File: config.mk
export PLATFORM = sky130hd
export DESIGN_NAME = fetch_unit
export DESIGN_NICKNAME = d
export VERILOG_FILES = /design/src/rtl/cpu_pkg.sv /design/src/rtl/fetch_next_pc.sv /design/src/rtl/fetch_unit.sv
export SDC_FILE = /design/constraint.sdc
export NUM_CORES = 1
export LEC_CHECK = 0
export BUFFER_PORTS_ARGS = -buffer_cell sky130_fd_sc_hd__buf_2
export CAP_MARGIN = 30
export CELL_PAD_IN_SITES_DETAIL_PLACEMENT = 1
export CELL_PAD_IN_SITES_GLOBAL_PLACEMENT = 2
export CORE_ASPECT_RATIO = 1.2
export CORE_MARGIN = 3
export CORE_UTILIZATION = 29
export DETAILED_ROUTE_END_ITERATION = 8
export PLACE_DENSITY = 0.9
export SLEW_MARGIN = 20
export SYNTH_ARGS = -nofsm -noshare
export SYNTH_HDL_FRONTEND = slang
export SYNTH_HIERARCHICAL = 1
export SYNTH_SLANG_ARGS = --single-unit
File: constraint.sdc
create_clock -name clk -period 3.25 [get_ports clk]
set_input_delay 0.325 -clock clk [delete_from_list [all_inputs] [get_ports clk]]
set_output_delay 0.325 -clock clk [all_outputs]
set_load 0.02 [all_outputs]
File: src/rtl/cpu_pkg.sv
// cpu_pkg: opcodes, the halt sentinel word and the fetch FSM states shared by the core.
package cpu_pkg;
    localparam logic [5:0]  OP_J      = 6'h02;
    localparam logic [5:0]  OP_HALT   = 6'h3F;
    localparam logic [31:0] HALT_WORD = 32'hFC00_0000;
    typedef enum logic [1:0] {
        ST_BOOT,
        ST_RUN,
        ST_DRAIN,
        ST_HALT
    } fetch_state_t;
endpackage

File: src/rtl/fetch_next_pc.sv
// fetch_next_pc: combinational next-PC select for the fetch stage.
module fetch_next_pc
    import cpu_pkg::*;
#(
    parameter logic [31:0] START_PC = 32'h0000_0000,
    parameter logic [5:0]  HALT_OP  = OP_HALT
) (
    input  logic [31:0]  i_pc,
    input  fetch_state_t i_state,
    input  logic         i_start,
    input  logic         i_redirect,
    input  logic [31:0]  i_redirect_pc,
    input  logic         i_stall,
    input  logic [5:0]   i_opcode,
    input  logic [25:0]  i_jindex,
    output logic [31:0]  o_pc4,
    output logic [31:0]  o_next_pc
);
    logic [31:0] w_run_pc;
    assign o_pc4 = i_pc + 32'd4;
    // Stall holds the PC, but a redirect in the same cycle still wins.
    assign w_run_pc = i_redirect           ? i_redirect_pc :
                      i_stall              ? i_pc :
                      i_opcode == HALT_OP  ? i_pc :
                      i_opcode == OP_J     ? {o_pc4[31:28], i_jindex, 2'b00} :
                                             o_pc4;
    always_comb begin
        o_next_pc = i_pc;
        case (i_state)
            ST_BOOT:  o_next_pc = i_start ? START_PC : i_pc;
            ST_RUN:   o_next_pc = w_run_pc;
            ST_DRAIN: o_next_pc = i_redirect ? i_redirect_pc : i_pc;
            default:  o_next_pc = i_pc;
        endcase
    end
endmodule

File: src/rtl/fetch_unit.sv
// fetch_unit: owns the PC, fetches from instruction memory into IF/ID, and
// stops the core once a halt sentinel survives the redirect drain window.
module fetch_unit
    import cpu_pkg::*;
#(
    parameter logic [31:0] RESET_PC     = 32'hFFFF_FFFC,
    parameter logic [31:0] START_PC     = 32'h0000_0000,
    parameter int          DRAIN_CYCLES = 2,
    parameter logic [5:0]  HALT_OP      = OP_HALT
) (
    input  logic        clk,
    input  logic        rst,
    input  logic        start,
    input  logic        stall,
    input  logic        redirect,
    input  logic [31:0] redirect_pc,
    output logic [31:0] imem_addr,
    input  logic [31:0] imem_instr,
    input  logic [5:0]  imem_control,
    output logic [31:0] ifid_instr,
    output logic [31:0] ifid_pc4,
    output logic        ifid_valid,
    output logic        halted,
    output logic [31:0] fetch_count
);
    fetch_state_t r_state, w_state_nxt;
    logic [31:0] r_pc, r_ifid_instr, r_ifid_pc4, r_fetch_count;
    logic [31:0] w_pc4, w_next_pc;
    logic [2:0]  r_drain, w_drain_nxt;
    logic        r_ifid_valid, w_valid_nxt, w_is_halt, w_load;

    fetch_next_pc #(.START_PC(START_PC), .HALT_OP(HALT_OP)) u_next_pc (
        .i_pc          (r_pc),
        .i_state       (r_state),
        .i_start       (start),
        .i_redirect    (redirect),
        .i_redirect_pc (redirect_pc),
        .i_stall       (stall),
        .i_opcode      (imem_control),
        .i_jindex      (imem_instr[25:0]),
        .o_pc4         (w_pc4),
        .o_next_pc     (w_next_pc)
    );

    assign w_is_halt = imem_control == HALT_OP;
    assign w_load    = r_state == ST_RUN && !redirect && !stall && !w_is_halt;

    always_comb begin
        w_state_nxt = r_state;
        w_drain_nxt = r_drain;
        w_valid_nxt = 1'b0;
        case (r_state)
            ST_BOOT: w_state_nxt = start ? ST_RUN : ST_BOOT;
            ST_RUN: begin
                w_state_nxt = (!redirect && !stall && w_is_halt) ? ST_DRAIN : ST_RUN;
                w_drain_nxt = 3'(DRAIN_CYCLES - 1);
                w_valid_nxt = redirect ? 1'b0 : stall ? r_ifid_valid : w_load;
            end
            ST_DRAIN: begin
                w_state_nxt = redirect ? ST_RUN : (r_drain == 3'd0) ? ST_HALT : ST_DRAIN;
                w_drain_nxt = r_drain - 3'd1;
            end
            default: w_valid_nxt = r_ifid_valid;
        endcase
    end

    always_ff @(posedge clk) begin
        if (rst) begin
            r_state       <= ST_BOOT;
            r_pc          <= RESET_PC;
            r_drain       <= 3'd0;
            r_ifid_instr  <= HALT_WORD;
            r_ifid_pc4    <= 32'd0;
            r_ifid_valid  <= 1'b0;
            r_fetch_count <= 32'd0;
        end else begin
            r_state      <= w_state_nxt;
            r_pc         <= w_next_pc;
            r_drain      <= w_drain_nxt;
            r_ifid_valid <= w_valid_nxt;
            if (w_load) begin
                r_ifid_instr  <= imem_instr;
                r_ifid_pc4    <= w_pc4;
                r_fetch_count <= (r_fetch_count == 32'hFFFF_FFFF) ? r_fetch_count : r_fetch_count + 32'd1;
            end
        end
    end

    assign imem_addr   = r_pc;
    assign ifid_instr  = r_ifid_instr;
    assign ifid_pc4    = r_ifid_pc4;
    assign ifid_valid  = r_ifid_valid;
    assign halted      = r_state == ST_HALT;
    assign fetch_count = r_fetch_count;
endmodule
==> flow_summary.ini <==
[placed_design]
gp_congestion = 0.898
dp_slack_ns = 0.501
io_buffer_count = 204
dp_hpwl_um = 22800
place_area_mm2 = 0.00896
dp.cells = 1510

[die]
io_pins = 205
die_w_um = 155
core_area_mm2 = 0.0259
die_h_um = 185
floorplan.die_area_mm2 = 0.0286
std_cell_rows = 64
start_util_pct = 29.8

[power_and_ir_drop]
ir_drop_mv = 0.303
p_leak_uw = 0.00388
internal_power_uw = 3210
p_seq_share_pct = 39.8
power.switching_uw = 1420
combPwrFrac_pct = 18.3
swShare_pct = 30.7
power_frac_clock_pct = 41.9
power_density_mw_per_mm2 = 485

[setup_path]
required_ns = 3.60
startpoint = r_state[1]
cp_max_fo = 17
worst-endpoint-arrival_ns = 3.13
r2r_end = fetch_count[12]
worst_setup_path_start_kind = register
reg2reg_depth = 7
critPathCapture = fetch_count[12]
reg2reg_from = r_state[1]
worst_setup_path_end_kind = register
path_class = reg2reg
r2r_setup_slack_ns = 0.47

[synthesis]
yosys-top-cells-area = dfxtp_1, nand2_1, a21oi_1
synth.yosys.warnings = 6
ys.flop_type = dfxtp_1
syn_area_mm2 = 0.00771
synth_edf_count = 0
yosysTopAreaCell = dfxtp_1
async_flop_share_pct = 0
syn_inst = 1039
synthesis.nets = 1123
synth_cell_type_count = 74
synth-seq-area-share_pct = 34.8
synth_top_area_share_pct = 34.8
avgSynthCellArea_um2 = 7.42
ys_seq_elements = 134

[detailed_routing]
routed_wl_um = 31300
first_pass_iters = 8
dr.first_iter.drc_count = 481
vias = 8547
wire_per_inst_um = 20.3
drcViolationCount = 0
routed_via_density = 5.54
ant_nets = 0

[clock_tree]
insertion_delay_ns = 0.42
path_clk_slew_ns = 0.06
cts.repair.resized = 0
root_buffer = clkbuf_16
cts_tree = done
clockBufferDepth = 2
htreeDepth = 4
cts_hold_buf = 0
cts_buffers = 17
cts_sinks = 134
post_cts_buffers = 0

[sta]
hold_viol = 0
finalSetupTns_ns = 0
slew_violations = 0
skew_ns = 0.0112
min_period_ns = 2.78
setup_viol = 0
tightest_slew_ns = 0.912
max_freq_mhz = 360
rsz0062_at_grt = false
layout_worst_path_cycle_share_pct = 85.5
worst_slack_ns = 0.471
holdWs_ns = 0.120
relSlewSlack_pct = 38.9

[final_layout]
fin_cells = 1542
num-fill-cells = 3251
drive_gt1_share_pct = 26.2
area_delta_synth_final_pct = 23.8
nets = 1283
final_area_mm2 = 0.00954

[worst_hold_path]
hold_path_class = in2reg
min-delay-start = imem_instr[28]

[run]
drv_cap = 0

[grt]
grt_pass1_vias = 8405
antenna_found_initial = 4
grt_max_degree = 67
grt_pass1_wl_um = 47700
grt_util_all_layers_pct = 21.2
grt_overflow = 0

[status]
status = completed
routing by layer:
metal  part of all wire (%)  global-route usage [%]  vias up
li1                       -                       -     4010
met1                     41                    25.5     4212
met2                     50                    36.7      276
met3                    6.4                    4.93       45
met4                    2.9                    7.81        4
met5                  0.045                       0        -
kinds of logic after synthesis:
| family | synth area share [%] |
|---|---|
| and+or+nand+nor | 30.3 |
| muxes | 0.958 |
| buffers and inverters | 5.75 |
| AOI/OAI and AO/OA | 23.0 |
| adders and majority gates | 1.46 |
| xor gates and xnor gates | 3.75 |
| DFF | 34.8 |
cell usage after synthesis (14+ instances only):
cell type,n
or3_1,17
and3_1,14
o211ai_1,14
or2_2,31
inv_1,16
o21ai_0,47
nor2_1,45
nand4_1,19
a21oi_1,138
xor2_1,16
dfxtp_1,134
nand3_1,35
xnor2_1,17
nand2_1,216
buf_2,23
clkbuf_1,47
flip-flops by register name (all words and copies together), names as in the netlist:
register,flops
ifid_instr,32
r_state,2
ifid_pc4,32
ifid_valid,1
fetch_count,32
r_drain,3
imem_addr,32
worst min path at each step:
| stage | cells past startpoint | slack [ns] | endpoint |
|---|---|---|---|
| 2_1_floorplan | 2 | 0.45 | ifid_instr[26] |
| 3_3_place_gp | 2 | 0.44 | ifid_instr[16] |
| 3_5_place_dp | 2 | 0.45 | ifid_pc4[18] |
| 4_1_cts | 3 | 0.11 | ifid_instr[28] |
| 5_1_grt | 3 | 0.13 | ifid_instr[27] |
| 6_report | 3 | 0.12 | ifid_instr[28] |
power by group through the flow:
stage                     registers (uW)  clock network [uW]  logic (uW)
after CTS                           1840                1980         840
after global routing                1860                2040         915
after global placement              1870                   0         819
after detailed placement            1880                   0         835
after floorplan                     1890                   0         506
final                               1840                1940         845
critical path, stage by stage (launching register included):
cell and delay (ns):
dfxtp_1 0.30, inv_1 0.07, ha_1 0.23, nor3b_1 0.50
o21a_2 0.50, nand3_1 0.33, or4_2 0.61, a21oi_1 0.16
cell usage in the layout, fill, tap and decap left out, drive strengths merged, types with 17 or more instances in the layout:
master	count
nand4	23
o21ai	50
nand3	38
xnor2	17
dfxtp	134
or2	31
inv	17
nor2	47
nand2	216
or3	17
clkbuf	21
buf	225
a21oi	138
metrics by stage:
step / total power [uW] / util [%]
2_1_floorplan: 2400 / -
6_report: 4630 / 36.9
3_3_place_gp: 2690 / 34.6
5_1_grt: 4820 / 36.9
4_1_cts: 4660 / 36.9
3_5_place_dp: 2710 / 34.6
layout make-up:
cell class                      count  area, um2  share of cell area [%]
Antenna cell                        2       5.00                  0.0525
Clock buffer                       21        470                    4.93
Clock inverter                      9        103                    1.08
Inverter                           18       67.6                   0.708
Multi-Input combinational cell    803       4600                    48.3
Sequential cell                   134       2680                    28.1
Tap cell                          330        413                    4.33
Timing Repair Buffer              225       1190                    12.5
Power figures use the tool's default switching activity.
